--- config.mk ---
export PLATFORM = sky130hd
export DESIGN_NAME = pwm_gen
export DESIGN_NICKNAME = d
export VERILOG_FILES = /design/src/rtl/pwm_pkg.sv /design/src/rtl/pwm_deadtime.sv /design/src/rtl/pwm_gen.sv
export SDC_FILE = /design/constraint.sdc
export NUM_CORES = 1
export LEC_CHECK = 0
export BUFFER_PORTS_ARGS = -buffer_cell sky130_fd_sc_hd__buf_4
export CORE_ASPECT_RATIO = 0.5
export CORE_MARGIN = 10
export CORE_UTILIZATION = 50
export CTS_CLUSTER_SIZE = 12
export DETAILED_ROUTE_END_ITERATION = 10
export PLACE_DENSITY_LB_ADDON = 0.08
export SYNTH_ARGS = -nofsm -noshare
export SYNTH_HDL_FRONTEND = slang
export SYNTH_SLANG_ARGS = --single-unit
--- constraint.sdc ---
create_clock -name clk -period 10.6 [get_ports clk]
set_clock_uncertainty 0.2 [all_clocks]
set_input_delay 1.59 -clock clk [delete_from_list [all_inputs] [get_ports clk]]
set_output_delay 1.59 -clock clk [all_outputs]
set_load 0.01 [all_outputs]
--- src/rtl/pwm_pkg.sv ---
// PWM generator shared types: FSM state encoding and default counter width.
// Latency: n/a (types and constants only).
// Backpressure: n/a.
package pwm_pkg;

    // Default width of the counter, duty and period buses.
    localparam int PWM_CNT_W = 12;

    // Duty-update handshake states.
    typedef enum logic [1:0] {
        IDLE  = 2'd0,
        CLAMP = 2'd1,
        READY = 2'd2,
        ARMED = 2'd3
    } pwm_state_t;

endpackage

--- src/rtl/pwm_deadtime.sv ---
// Dead-time insertion: delays each rising edge of both drive legs by DEAD_CYC cycles.
// Latency: rising edges +DEAD_CYC cycles, falling edges follow pwm_raw combinationally.
// Backpressure: none; free-running on every clock.
//
// Ports:
//   clk, n_rst  - clock and asynchronous active-low reset
//   pwm_raw     - registered raw PWM from the period counter
//   pwm_hi      - high-side drive, high only after pwm_raw has been high DEAD_CYC cycles
//   pwm_lo      - low-side drive, high only after pwm_raw has been low DEAD_CYC cycles
module pwm_deadtime #(
    parameter int DEAD_CYC = 4
) (
    input  logic clk,
    input  logic n_rst,
    input  logic pwm_raw,
    output logic pwm_hi,
    output logic pwm_lo
);

    localparam int DW = (DEAD_CYC < 1) ? 1 : $clog2(DEAD_CYC + 1);
    localparam logic [DW-1:0] DEAD_V = DW'(DEAD_CYC);

    // Each counter measures how long pwm_raw has held its current level,
    // saturating at DEAD_V. A leg may only turn on once its counter saturates,
    // and it drops the instant pwm_raw leaves its level, so the two legs can
    // never overlap and every hand-over has DEAD_CYC cycles of both-off.
    logic [DW-1:0] hi_cnt;
    logic [DW-1:0] lo_cnt;

    always_ff @(posedge clk or negedge n_rst) begin
        if (!n_rst) begin
            hi_cnt <= '0;
            lo_cnt <= '0;
        end else begin
            if (!pwm_raw) begin
                hi_cnt <= '0;
            end else if (hi_cnt != DEAD_V) begin
                hi_cnt <= hi_cnt + 1'b1;
            end

            if (pwm_raw) begin
                lo_cnt <= '0;
            end else if (lo_cnt != DEAD_V) begin
                lo_cnt <= lo_cnt + 1'b1;
            end
        end
    end

    assign pwm_hi = pwm_raw && (hi_cnt == DEAD_V);
    assign pwm_lo = !pwm_raw && (lo_cnt == DEAD_V);

endmodule

--- src/rtl/pwm_gen.sv ---
// PWM generator with clamped, wrap-synchronised duty updates and optional dead time.
// Latency: pwm_rdy 2 cycles after pwm_enable; committed duty applies from cnt==0 after the next wrap.
// Backpressure: pwm_enable/pwm_chg outside the accepting states are dropped, never queued.
//
// Ports:
//   clk, n_rst  - clock and asynchronous active-low reset
//   pwm_enable  - strobe: latch duty_in as a new pending request
//   duty_in     - signed requested on-time (clamped to 0..DUTY_MAX)
//   pwm_chg     - strobe: commit the pending duty at the next period wrap
//   period      - PWM period in clk cycles, sampled at each wrap (minimum 2)
//   pwm_rdy     - a clamped duty is pending and may be committed
//   fm_cycle    - one-cycle pulse in the last cycle of each period
//   pwm_out     - high-side drive
//   pwm_out_n   - low-side drive (complement with dead time, else held 0)
//
// Build option: define PWM_GEN_DEADTIME_EN to insert DEAD_CYC cycles of dead
// time on every rising edge of pwm_out and pwm_out_n.
module pwm_gen
    import pwm_pkg::*;
#(
    parameter int CNT_W    = PWM_CNT_W,
    parameter int DUTY_MAX = 4000,
    parameter int DEAD_CYC = 4
) (
    input  logic                    clk,
    input  logic                    n_rst,
    input  logic                    pwm_enable,
    input  logic signed [CNT_W-1:0] duty_in,
    input  logic                    pwm_chg,
    input  logic        [CNT_W-1:0] period,
    output logic                    pwm_rdy,
    output logic                    fm_cycle,
    output logic                    pwm_out,
    output logic                    pwm_out_n
);

    localparam logic [CNT_W-1:0] DUTY_MAX_V = CNT_W'(DUTY_MAX);
    localparam logic [CNT_W-1:0] PERIOD_MIN = CNT_W'(2);

    pwm_state_t state;
    pwm_state_t state_nxt;

    logic signed [CNT_W-1:0] pend_raw;
    logic        [CNT_W-1:0] pend_duty;
    logic        [CNT_W-1:0] clamp_val;
    logic        [CNT_W-1:0] act_duty;
    logic        [CNT_W-1:0] act_period;
    logic        [CNT_W-1:0] cnt;
    logic        [CNT_W-1:0] cnt_nxt;
    logic        [CNT_W-1:0] duty_nxt;
    logic                    wrap;
    logic                    commit;
    logic                    latch_raw;
    logic                    pwm_raw;

    // ------------------------------------------------------------------
    // Period counter
    // ------------------------------------------------------------------
    assign wrap    = (cnt == act_period - 1'b1);
    assign cnt_nxt = wrap ? '0 : cnt + 1'b1;

    // Commit only fires when the FSM was already ARMED going into the wrap
    // cycle, so a pwm_chg that lands on a wrap waits one full period.
    assign commit   = (state == ARMED) && wrap;
    assign duty_nxt = commit ? pend_duty : act_duty;

    // ------------------------------------------------------------------
    // Duty-update FSM
    // ------------------------------------------------------------------
    always_ff @(posedge clk or negedge n_rst) begin
        if (!n_rst) begin
            state <= IDLE;
        end else begin
            state <= state_nxt;
        end
    end

    always_comb begin
        state_nxt = state;
        latch_raw = 1'b0;
        case (state)
            IDLE: begin
                if (pwm_enable) begin
                    state_nxt = CLAMP;
                    latch_raw = 1'b1;
                end
            end
            CLAMP: begin
                state_nxt = READY;
            end
            READY: begin
                // pwm_chg has priority; a simultaneous pwm_enable is dropped.
                if (pwm_chg) begin
                    state_nxt = ARMED;
                end else if (pwm_enable) begin
                    state_nxt = CLAMP;
                    latch_raw = 1'b1;
                end
            end
            ARMED: begin
                if (wrap) begin
                    state_nxt = IDLE;
                end
            end
            default: begin
                state_nxt = IDLE;
            end
        endcase
    end

    // Saturate the signed request into 0..DUTY_MAX. The upper compare is only
    // reached for non-negative values, so an unsigned compare is exact.
    always_comb begin
        clamp_val = $unsigned(pend_raw);
        if (pend_raw[CNT_W-1]) begin
            clamp_val = '0;
        end else if ($unsigned(pend_raw) > DUTY_MAX_V) begin
            clamp_val = DUTY_MAX_V;
        end
    end

    // ------------------------------------------------------------------
    // Datapath registers
    // ------------------------------------------------------------------
    always_ff @(posedge clk or negedge n_rst) begin
        if (!n_rst) begin
            pend_raw   <= '0;
            pend_duty  <= '0;
            act_duty   <= '0;
            act_period <= PERIOD_MIN;
            cnt        <= '0;
            pwm_raw    <= 1'b0;
        end else begin
            if (latch_raw) begin
                pend_raw <= duty_in;
            end
            if (state == CLAMP) begin
                pend_duty <= clamp_val;
            end
            if (wrap) begin
                act_period <= (period < PERIOD_MIN) ? PERIOD_MIN : period;
            end
            cnt      <= cnt_nxt;
            act_duty <= duty_nxt;
            // Computed from next-cycle values so pwm_raw lines up with cnt and
            // a new duty shows from the very first cnt==0 cycle.
            pwm_raw  <= (cnt_nxt < duty_nxt);
        end
    end

    assign pwm_rdy  = (state == READY);
    assign fm_cycle = wrap;

    // ------------------------------------------------------------------
    // Output drive
    // ------------------------------------------------------------------
`ifdef PWM_GEN_DEADTIME_EN
    pwm_deadtime #(
        .DEAD_CYC (DEAD_CYC)
    ) u_deadtime (
        .clk     (clk),
        .n_rst   (n_rst),
        .pwm_raw (pwm_raw),
        .pwm_hi  (pwm_out),
        .pwm_lo  (pwm_out_n)
    );
`else
    assign pwm_out   = pwm_raw;
    assign pwm_out_n = 1'b0;

    // Keeps the dead-time parameter referenced when the feature is compiled out.
    logic unused_dead_cyc;
    assign unused_dead_cyc = ^DEAD_CYC;
`endif

endmodule

==> metrics.md, run 1 <==
| Metric | Value |
|---|---|
| Tcrit/Tclk final | 44.8% |
| Vias in the first global route | 2396 |
| Area Overhead vs Synth | 16.3% |
| Yosys reg bits | 63 |
| Most frequent cells in the layout | dfrtp_1, buf_4, mux2_2 |
| # diodes | 0 |
| Reg-to-reg endpoint | pwm_out |
| NumNets Final | 381 |
| Vias after detailed routing | 2406 |
| Leakage | 1.72 nW |
| Site Rows | 21 |
| Seq/Total Area, Yosys | 45.7% |
| Worst-Margin Slew | 0.776 ns |
| Synthesized cell area | 0.00346 mm² |
| RSZ-0062 raised after global routing | false |
| CP Capture Type | primary output |
| FMAX | 0.210 GHz |
| Crit path DAT | 2.96 ns |
| Initial antenna violation count | 0 |
| Layout fillers | 557 |
| Kind of start point of the critical path | flip-flop |
| Post-synth EDFFs | 0 |
| DRT Pass-1 Iters | 5 |
| Crit path top cell by count | buf_4 |
| Vias per inst | 5.51 |
| Fin area | 0.00402 mm² |
| Total gr overflow | 0 |
| Max-slew violations | 0 |
| FF-to-FF path depth | 15 |
| DRT Wirelength | 7.04 mm |
| Root buffer cell | clkbuf_16 |
| Synth Area per Inst | 11.1 µm² |
| Hold Violations, Final | 0 |
| DRC errors left | 0 |
| Worst Setup SP | act_period[0] |
| Hold Crit Class | flip-flop to flip-flop |
| Die height | 78.8 µm |
| Starting Density | 51.6% |
| GR Util All Layers | 13.6% |
| Maximum vdd ir drop | 0.102 mV |
| Synth Net Count | 352 |
| Core area | 0.00670 mm² |
| Drt initial violations | 180 |
| Worst path bufs/invs | 3 |
| Worst path max stage delay | 0.52 ns |
| Power per Cell Area | 200 mW/mm² |
| Yosys warnings | 0 |
| Die ar. | 0.0108 mm² |
| Max H-tree Level | 3 |
| Post-DP HPWL | 5.19 mm |
| Crit path capture | fm_cycle |
| CP cell instances | inv_1 -> ha_1 -> or4b_4 -> nor4_1 -> a211o_1 -> nor2_1 -> nor3_4 -> buf_4 -> buf_4 |
| WS Path Type | flip-flop to primary output |
| # setup viols final | 0 |
| Largest net degree at the start of global routing | 64 |
| Routability Congestion | 0.847 |
| CTS tree | done |
| Max_slew headroom | 48.2% |
| First-pass GRT wire length | 11.6 mm |
| Slack of the worst reg-to-reg path | 6.42 ns |
| Worst path depth | 9 |
| Die width | 138 µm |
| Num CTS Buffers | 9 |
| Setup TNS | 0 ns |
| Clock transition at path regs | 0.06 ns |
| Post-CTS sizing | 0 |
| Most common cell after layout, fill and taps aside | dfrtp_1 |
| Routed Antenna Nets | 0 |
| Syn Inst Count | 311 |
| Post-CTS setup buffers | 0 |
| Slowest CP cell | or4b_4 |
| CTS hold repair buffers | 0 |
| Delay-heaviest family, CP | simple AND/OR/NAND/NOR gates |
| WP data required | 8.81 ns |
| Synth Flop Type | dfrtp_1 |
| Reg2reg start | act_period[0] |
| Wirelength per Cell | 16.1 µm |
| Clk sink count | 63 |
| Async SR Flop Fraction | 100% |
| Status | complete, no violations |
| PortBufs | 30 |
| Max cap viols | 0 |
| Min Tclk post-route | 4.75 ns |
| Cell Area, Placed | 0.00371 mm² |
| CTS max path bufs | 2 |
| IO Count | 32 |
| Synth unique cells | 50 |
| Share of cells above drive strength 1 | 25.2% |
| Worst-Skew Late Latency | 0.34 ns |
| Max Fanout on Critical Path | 25 |
## worst min path at each step
stage                      start            to  slack, ns  depth (start not counted)
global route         act_duty[6]   act_duty[6]       0.32                          1
CTS                  act_duty[6]   act_duty[6]       0.31                          1
finish               pend_raw[9]   pend_raw[9]       0.31                          1
floorplan           pend_duty[3]  pend_duty[3]       0.27                          2
global placement     act_duty[9]   act_duty[9]       0.29                          1
detailed placement   act_duty[9]   act_duty[9]       0.30                          1
## worst register-to-register path: stages, from the launching register on
cell      delay (ns)
dfrtp_1         0.44
inv_1           0.10
ha_1            0.34
or4b_4          0.53
nor4_1          0.28
a211o_1         0.17
o21ai_1         0.15
nor3_4          0.25
buf_4           0.37
mux2i_1         0.27
ha_1            0.27
a21o_1          0.16
a21o_1          0.17
a21oi_1         0.15
o211ai_1        0.12
a31oi_1         0.15
## cell type report
cell class	count	area [µm²]	share of cell area (%)
Sequential cell	63	1580	39.3
Inverter	6	22.5	0.560
Multi-Input combinational cell	228	1760	43.7
Clock buffer	10	239	5.95
Timing Repair Buffer	32	240	5.98
Tap cell	92	115	2.86
Clock inverter	6	68.8	1.71
## sequential cells by signal, indices dropped and copies added, names as in the netlist
| register | cells |
|---|---|
| act_duty | 12 |
| act_period | 12 |
| cnt | 12 |
| pend_duty | 12 |
| pend_raw | 12 |
| pwm_out | 1 |
| state | 2 |
## logic make-up (layout without fill, tap and decap cells)
kind of cell / Yosys count / count (layout) / synth area share (%)
DFF: 63 / 63 / 45.7
buffers and inverters: 20 / 54 / 3.55
AOI/OAI and AO/OA: 39 / 39 / 7.20
and+or+nand+nor: 101 / 101 / 16.1
xor gates and xnor gates: 25 / 25 / 6.34
adders and majority gates: 14 / 14 / 5.00
other: 1 / 1 / 0.109
muxes: 48 / 48 / 16.0
## routing by layer
| layer | GRT usage [%] | up-vias | share of wire (%) |
|---|---|---|---|
| li1 | - | 1167 | - |
| met1 | 17.2 | 1152 | 48 |
| met2 | 19.6 | 69 | 44 |
| met3 | 6.09 | 18 | 6.6 |
| met4 | 5.86 | 0 | 2.2 |
| met5 | 0 | - | 0 |
## through the flow
step,setup slack [ns],power [mW],cells,hold slack [ns],util [%]
2_1_floorplan,6.44,0.457,311,0.266,-
3_3_place_gp,6.32,0.500,421,0.288,55.4
3_5_place_dp,6.23,0.512,421,0.296,55.4
4_1_cts,5.85,0.815,437,0.308,60.0
5_1_grt,5.59,0.853,437,0.324,60.0
6_report,5.85,0.805,437,0.306,60.0
## synthesized netlist by cell type, types with 4 or more instances
master | instances | area [µm²]
a21oi_1 | 4 | 20.0
nand4_1 | 5 | 31.3
mux2i_1 | 14 | 140
nor4_1 | 6 | 37.5
o21ai_0 | 16 | 80.1
and3_1 | 4 | 25.0
a21o_1 | 4 | 30.0
nand2b_1 | 14 | 87.6
mux2_4 | 8 | 120
mux2_1 | 4 | 45.0
mux2_2 | 22 | 248
xor2_1 | 11 | 96.3
nand2_1 | 20 | 75.1
inv_1 | 6 | 22.5
nand3_1 | 8 | 40.0
or3_1 | 4 | 25.0
nor2_1 | 19 | 71.3
ha_1 | 13 | 163
xnor2_1 | 14 | 123
dfrtp_1 | 62 | 1550
nor3_1 | 8 | 40.0
## power breakdown
group          switching, mW  internal [mW]
clock                  0.110          0.189
sequential            0.0494          0.296
combinational         0.0736         0.0882
total                  0.233          0.573
No activity file was read; power rests on OpenSTA's default activity.
==> inputs of run 2 (changes only) <==
==> constraint.sdc (replaced) <==
create_clock -name clk -period 4.9 [get_ports clk]
set_clock_uncertainty 0.2 [all_clocks]
set_input_delay 0.735 -clock clk [delete_from_list [all_inputs] [get_ports clk]]
set_output_delay 0.735 -clock clk [all_outputs]
set_load 0.01 [all_outputs]
==> run 2 against run 1 <==
First-iteration DRC count up 11%. Hold slack worse by 0.026 ns. Critical path type unchanged. Register-to-register slack worse by 5.7 ns. Global-route usage up 0.46 points. Power up 130%. Sequential power up 120%. Cell area up 0.97%. Critical endpoint unchanged. Highest routed layer unchanged. Flip-flop and latch count unchanged. Via count down 2.3%. Wire length about the same.
==> metrics.md, run 2 (synthesis gave the netlist of run 1 again) <==
| Metric | Value |
|---|---|
| Status | complete, no violations (unchanged) |
| Hold Crit Class | primary input to async pin (was flip-flop to flip-flop) |
| Vias per inst | 5.38 (was 5.51) |
| Share of cells above drive strength 1 | 25.2% (unchanged) |
| IO Count | 32 (unchanged) |
| Kind of start point of the critical path | flip-flop (unchanged) |
| Wirelength per Cell | 16.1 µm (about the same) |
| Post-layout util | 60.6% (was 60.0%) |
| Total power | 1.82 mW (was 0.805 mW) |
| Post-CTS setup buffers | 0 (unchanged) |
| Tcrit/Tclk final | 85.4% |
| Setup slack at placement | 0.761 ns (was 6.23 ns) |
| Worst path bufs/invs | 2 (was 3) |
| Worst Setup Slack, final | 0.715 ns (was 5.85 ns) |
| Site Rows | 21 (unchanged) |
| Starting Density | 51.6% (unchanged) |
| Delay-heaviest family, CP | simple AND/OR/NAND/NOR gates (unchanged) |
| Die height | 78.8 µm (unchanged) |
| Setup TNS | 0 ns (unchanged) |
| Slowest CP cell | nor3_4 (was or4b_4) |
| Worst-Skew Late Latency | 0.33 ns (was 0.34 ns) |
| Worst-Margin Slew | 0.779 ns (was 0.776 ns) |
| Min Tclk post-route | 4.19 ns |
| Max H-tree Level | 3 (unchanged) |
| Leakage | 1.76 nW (was 1.72 nW) |
| Hold Violations, Final | 0 (unchanged) |
| Worst path depth | 8 (was 9) |
| GR Util All Layers | 14.0% (was 13.6%) |
| Fin area | 0.00406 mm² (was 0.00402 mm²) |
| Routed Antenna Nets | 0 (unchanged) |
| Routability Congestion | 0.829 (was 0.847) |
| DRT Wirelength | 7.05 mm (was 7.04 mm) |
| FMAX | 0.239 GHz |
| NumNets Final | 381 (unchanged) |
| PortBufs | 30 (unchanged) |
| Maximum vdd ir drop | 0.261 mV (was 0.102 mV) |
| Initial antenna violation count | 0 (unchanged) |
| Hold WS | 0.280 ns (was 0.306 ns) |
| # diodes | 0 (unchanged) |
| Vias after detailed routing | 2350 (was 2406) |
| CTS max path bufs | 2 (unchanged) |
| Most frequent cells in the layout | dfrtp_1, buf_4, mux2_2 (unchanged) |
| Die width | 138 µm (unchanged) |
| Largest net degree at the start of global routing | 64 (unchanged) |
| Core area | 0.00670 mm² (unchanged) |
| Clock transition at path regs | 0.05 ns (was 0.06 ns) |
| Max_slew headroom | 47.9% (was 48.2%) |
| CTS hold repair buffers | 0 (unchanged) |
| Area Overhead vs Synth | 17.4% (was 16.3%) |
| Power per Cell Area | 449 mW/mm² (was 200 mW/mm²) |
| DRT Pass-1 Iters | 4 (was 5) |
| # setup viols final | 0 (unchanged) |
| Vias in the first global route | 2345 (was 2396) |
| Clk sink count | 63 (unchanged) |
| Drt initial violations | 199 (was 180) |
| Max cap viols | 0 (unchanged) |
| CTS tree | done (unchanged) |
| Post-route insts no fill | 437 (unchanged) |
| Die ar. | 0.0108 mm² (unchanged) |
| Num CTS Buffers | 9 (unchanged) |
| RSZ-0062 raised after global routing | false (unchanged) |
| CP cell instances | inv_1 -> ha_1 -> or4b_4 -> o21ai_0 -> nor3b_2 -> nand3_1 -> nor3_4 -> buf_4 (was inv_1 -> ha_1 -> or4b_4 -> nor4_1 -> a211o_1 -> nor2_1 -> nor3_4 -> buf_4 -> buf_4) |
| First-pass GRT wire length | 11.9 mm (was 11.6 mm) |
| WP data required | 3.96 ns (was 8.81 ns) |
| Total gr overflow | 0 (unchanged) |
| WS Path Type | flip-flop to primary output (unchanged) |
| Post-DP HPWL | 5.11 mm (was 5.19 mm) |
| Max-slew violations | 0 (unchanged) |
| DRC errors left | 0 (unchanged) |
| Inst Count DP | 421 (unchanged) |
| Crit path DAT | 3.25 ns (was 2.96 ns) |
| Root buffer cell | clkbuf_16 (unchanged) |
| Max Fanout on Critical Path | 19 (was 25) |
| Worst path max stage delay | 0.65 ns (was 0.52 ns) |
| Cell Area, Placed | 0.00371 mm² (unchanged) |
| Post-CTS sizing | 0 (unchanged) |
| Most common cell after layout, fill and taps aside | dfrtp_1 (unchanged) |
| FF-to-FF path depth | 14 (was 15) |
| CP Capture Type | primary output (unchanged) |
## run 2: final cells by class
class,count,area [µm²]
multi-input combinational,228,1760
tap,92,115
sequential,63,1580
timing repair buffer,32,240
fill,554,2640
inverter,6,22.5
clock inverter,6,108
clock buffer,10,239
## run 2: routing by layer
metal,global-route usage (%),vias to the layer above,part of all wire [%]
met5,0,-,0
met4,6.69,0,1.6
met3,5.65,15,6.6
met2,20.0,68,42
met1,18.2,1103,50
li1,-,1164,-
## run 2: path summary, 6_finish.rpt
| check | start | slack (ns) | end |
|---|---|---|---|
| min in group clk | pend_raw[7] | 0.30 | pend_raw[7] |
| worst max-delay path | act_period[0] | 0.71 | fm_cycle |
| worst max register to register | act_period[0] | 0.72 | pwm_out |
| worst min register to register | pend_raw[7] | 0.30 | pend_raw[7] |
| worst min-delay path | n_rst | 0.28 | act_period[0] |
| max in group asynchronous | n_rst | 3.72 | act_duty[0] |
## run 2: power breakdown
part	switching [mW]	internal [mW]
registers	0.108	0.640
logic	0.153	0.189
clock network	0.223	0.508
==> inputs of run 3 (changes only) <==
==> constraint.sdc (replaced) <==
create_clock -name clk -period 3.4 [get_ports clk]
set_clock_uncertainty 0.2 [all_clocks]
set_input_delay 0.51 -clock clk [delete_from_list [all_inputs] [get_ports clk]]
set_output_delay 0.51 -clock clk [all_outputs]
set_load 0.01 [all_outputs]
==> run 3 against run 2 <==
The flow now finishes with violations (negative setup slack). Flip-flop and latch count did not move. Wire length increased by 7.4%. Register-to-register slack got worse by 0.86 ns. Power increased by 40%. First-iteration DRC count decreased by 55%. Count of clock-buffer cells in the layout increased by 1. Hold slack lost 0.24 ns. Critical path type is now flip-flop to flip-flop. Critical endpoint is now pwm_out.
==> metrics.md, run 3 (synthesis gave the netlist of run 1 again) <==
| Metric | Value |
|---|---|
| Clk sink count | 63 (unchanged) |
| Kind of start point of the critical path | flip-flop (unchanged) |
| Post-layout util | 65.3% (was 60.6%) |
| Die height | 78.8 µm (unchanged) |
| WS Path Type | flip-flop to flip-flop (was flip-flop to primary output) |
| GR Util All Layers | 15.4% (was 14.0%) |
| Wirelength per Cell | 16.0 µm (was 16.1 µm) |
| Die ar. | 0.0108 mm² (unchanged) |
| Max Fanout on Critical Path | 4 (was 19) |
| First-pass GRT wire length | 13.1 mm (was 11.9 mm) |
| Setup TNS | -0.136 ns (was 0 ns) |
| Worst Setup SP | act_period[1] (was act_period[0]) |
| CTS tree | done (unchanged) |
| Max H-tree Level | 3 (unchanged) |
| Root buffer cell | clkbuf_16 (unchanged) |
| DRC errors left | 0 (unchanged) |
| NumNets Final | 417 (was 381) |
| Status | complete, but fails checks (was complete, no violations) |
| Die width | 138 µm (unchanged) |
| Area Overhead vs Synth | 26.6% (was 17.4%) |
| FMAX | 0.283 GHz |
| Power per Cell Area | 581 mW/mm² (was 449 mW/mm²) |
| Leakage | 1.94 nW (was 1.76 nW) |
| Hold Crit Class | primary input to async pin (unchanged) |
| Failing checks | negative setup slack |
| Site Rows | 21 (unchanged) |
| Routed Antenna Nets | 0 (unchanged) |
| Vias per inst | 5.32 (was 5.38) |
| Clock transition at path regs | 0.05 ns (about the same) |
| Vias in the first global route | 2694 (was 2345) |
| Worst-Skew Late Latency | 0.34 ns (was 0.33 ns) |
| # setup viols final | 1 (was 0) |
| Total power | 2.54 mW (was 1.82 mW) |
| Worst Setup Slack, final | -0.136 ns (was 0.715 ns) |
| Total gr overflow | 0 (unchanged) |
| CP Capture Type | flip-flop (was primary output) |
| RSZ-0062 raised after global routing | true (was false) |
| Crit path DAT | 3.59 ns (was 3.25 ns) |
| Multi-input logic area | 0.00184 mm² (was 0.00176 mm²) |
| Initial antenna violation count | 0 (unchanged) |
| CTS hold repair buffers | 0 (unchanged) |
| Layout fillers | 534 (was 554) |
| DRT Wirelength | 7.57 mm (was 7.05 mm) |
| Core area | 0.00670 mm² (unchanged) |
| Hold Violations, Final | 0 (unchanged) |
| Reg2reg start | act_period[1] (was act_period[0]) |
| Post-DP HPWL | 5.59 mm (was 5.11 mm) |
| Routability Congestion | 0.865 (was 0.829) |
| Num CTS Buffers | 9 (unchanged) |
| Drt initial violations | 89 (was 199) |
| IO Count | 32 (unchanged) |
| Tcrit/Tclk final | 104% |
| Setup slack at placement | -0.240 ns (was 0.761 ns) |
| PortBufs | 30 (unchanged) |
| FF/Latch Area | 0.00158 mm² (unchanged) |
| WP data required | 3.46 ns (was 3.96 ns) |
| Largest net degree at the start of global routing | 64 (unchanged) |
| # diodes | 0 (unchanged) |
| Vias after detailed routing | 2510 (was 2350) |
| Min Tclk post-route | 3.54 ns |
| Max-slew violations | 0 (unchanged) |
| Starting Density | 51.6% (unchanged) |
| Most frequent cells in the layout | buf_4, dfrtp_1, mux2_2 (was dfrtp_1, buf_4, mux2_2) |
| CTS max path bufs | 2 (unchanged) |
| Share of cells above drive strength 1 | 36.6% (was 25.2%) |
| DRT Pass-1 Iters | 4 (unchanged) |
| Worst-Margin Slew | 0.784 ns (was 0.779 ns) |
| Most common cell after layout, fill and taps aside | buf_4 (was dfrtp_1) |
| Max_slew headroom | 47.7% (was 47.9%) |
| Maximum vdd ir drop | 0.412 mV (was 0.261 mV) |
| Max cap viols | 0 (unchanged) |
## run 3: cell type report
| type | count | area share [%] |
|---|---|---|
| timing repair buffer | 68 | 11.9 |
| clock buffer | 11 | 5.77 |
| inverter | 6 | 0.515 |
| clock inverter | 4 | 1.03 |
| multi-input combinational | 228 | 42.1 |
| sequential | 63 | 36.0 |
| tap | 92 | 2.63 |
## run 3: critical path, cell delays in order, from the launching register on
cell,delay [ns]
dfstp_2,0.38
inv_2,0.08
ha_4,0.13
or4b_4,0.49
o21ai_2,0.13
nor3b_4,0.25
o211ai_2,0.16
nor3_4,0.30
buf_4,0.16
mux2i_1,0.19
ha_1,0.27
a21o_1,0.17
a21o_1,0.18
a21oi_2,0.13
o211ai_1,0.11
a31oi_1,0.14
## run 3: timing repair
action / 4_1_cts / 5_1_grt
pin swaps: 10 / 6
setup endpoints to repair: 2 / 2
buffers inserted: 4 / 0
cloned: 1 / 0
resized for setup: 15 / 5
## run 3: worst paths after layout
check                      cells past startpoint  slack (ns)            end
max                                           15       -0.14        pwm_out
min reg2reg                                    1        0.30    pend_raw[2]
max reg2reg                                   15       -0.14        pwm_out
min in group clk                               2        0.21    pend_raw[9]
min                                            1        0.04  act_period[3]
max in group asynchronous                      1        2.42    pend_raw[0]
## run 3: stage by stage
step	hold slack, ns	std cells	cell area, µm²
6_report	0.0397	472	4380
5_1_grt	0.107	472	4380
4_1_cts	0.0859	472	4350
3_5_place_dp	0.291	452	3950
3_3_place_gp	0.292	452	3950
2_1_floorplan	0.0144	311	3470
## run 3: layer usage
| metal | track usage, % | vias to the layer above | share of wire (%) |
|---|---|---|---|
| met1 | 18.5 | 1198 | 47 |
| li1 | - | 1234 | - |
| met4 | 6.69 | 0 | 2.5 |
| met2 | 23.3 | 61 | 44 |
| met5 | 0 | - | 0 |
| met3 | 6.97 | 17 | 6.5 |
## run 3: where the power goes
| group | internal, mW | total, mW | switching, mW |
|---|---|---|---|
| clock network | 0.598 | 0.908 | 0.310 |
| registers | 0.922 | 1.07 | 0.151 |
| logic | 0.310 | 0.563 | 0.253 |
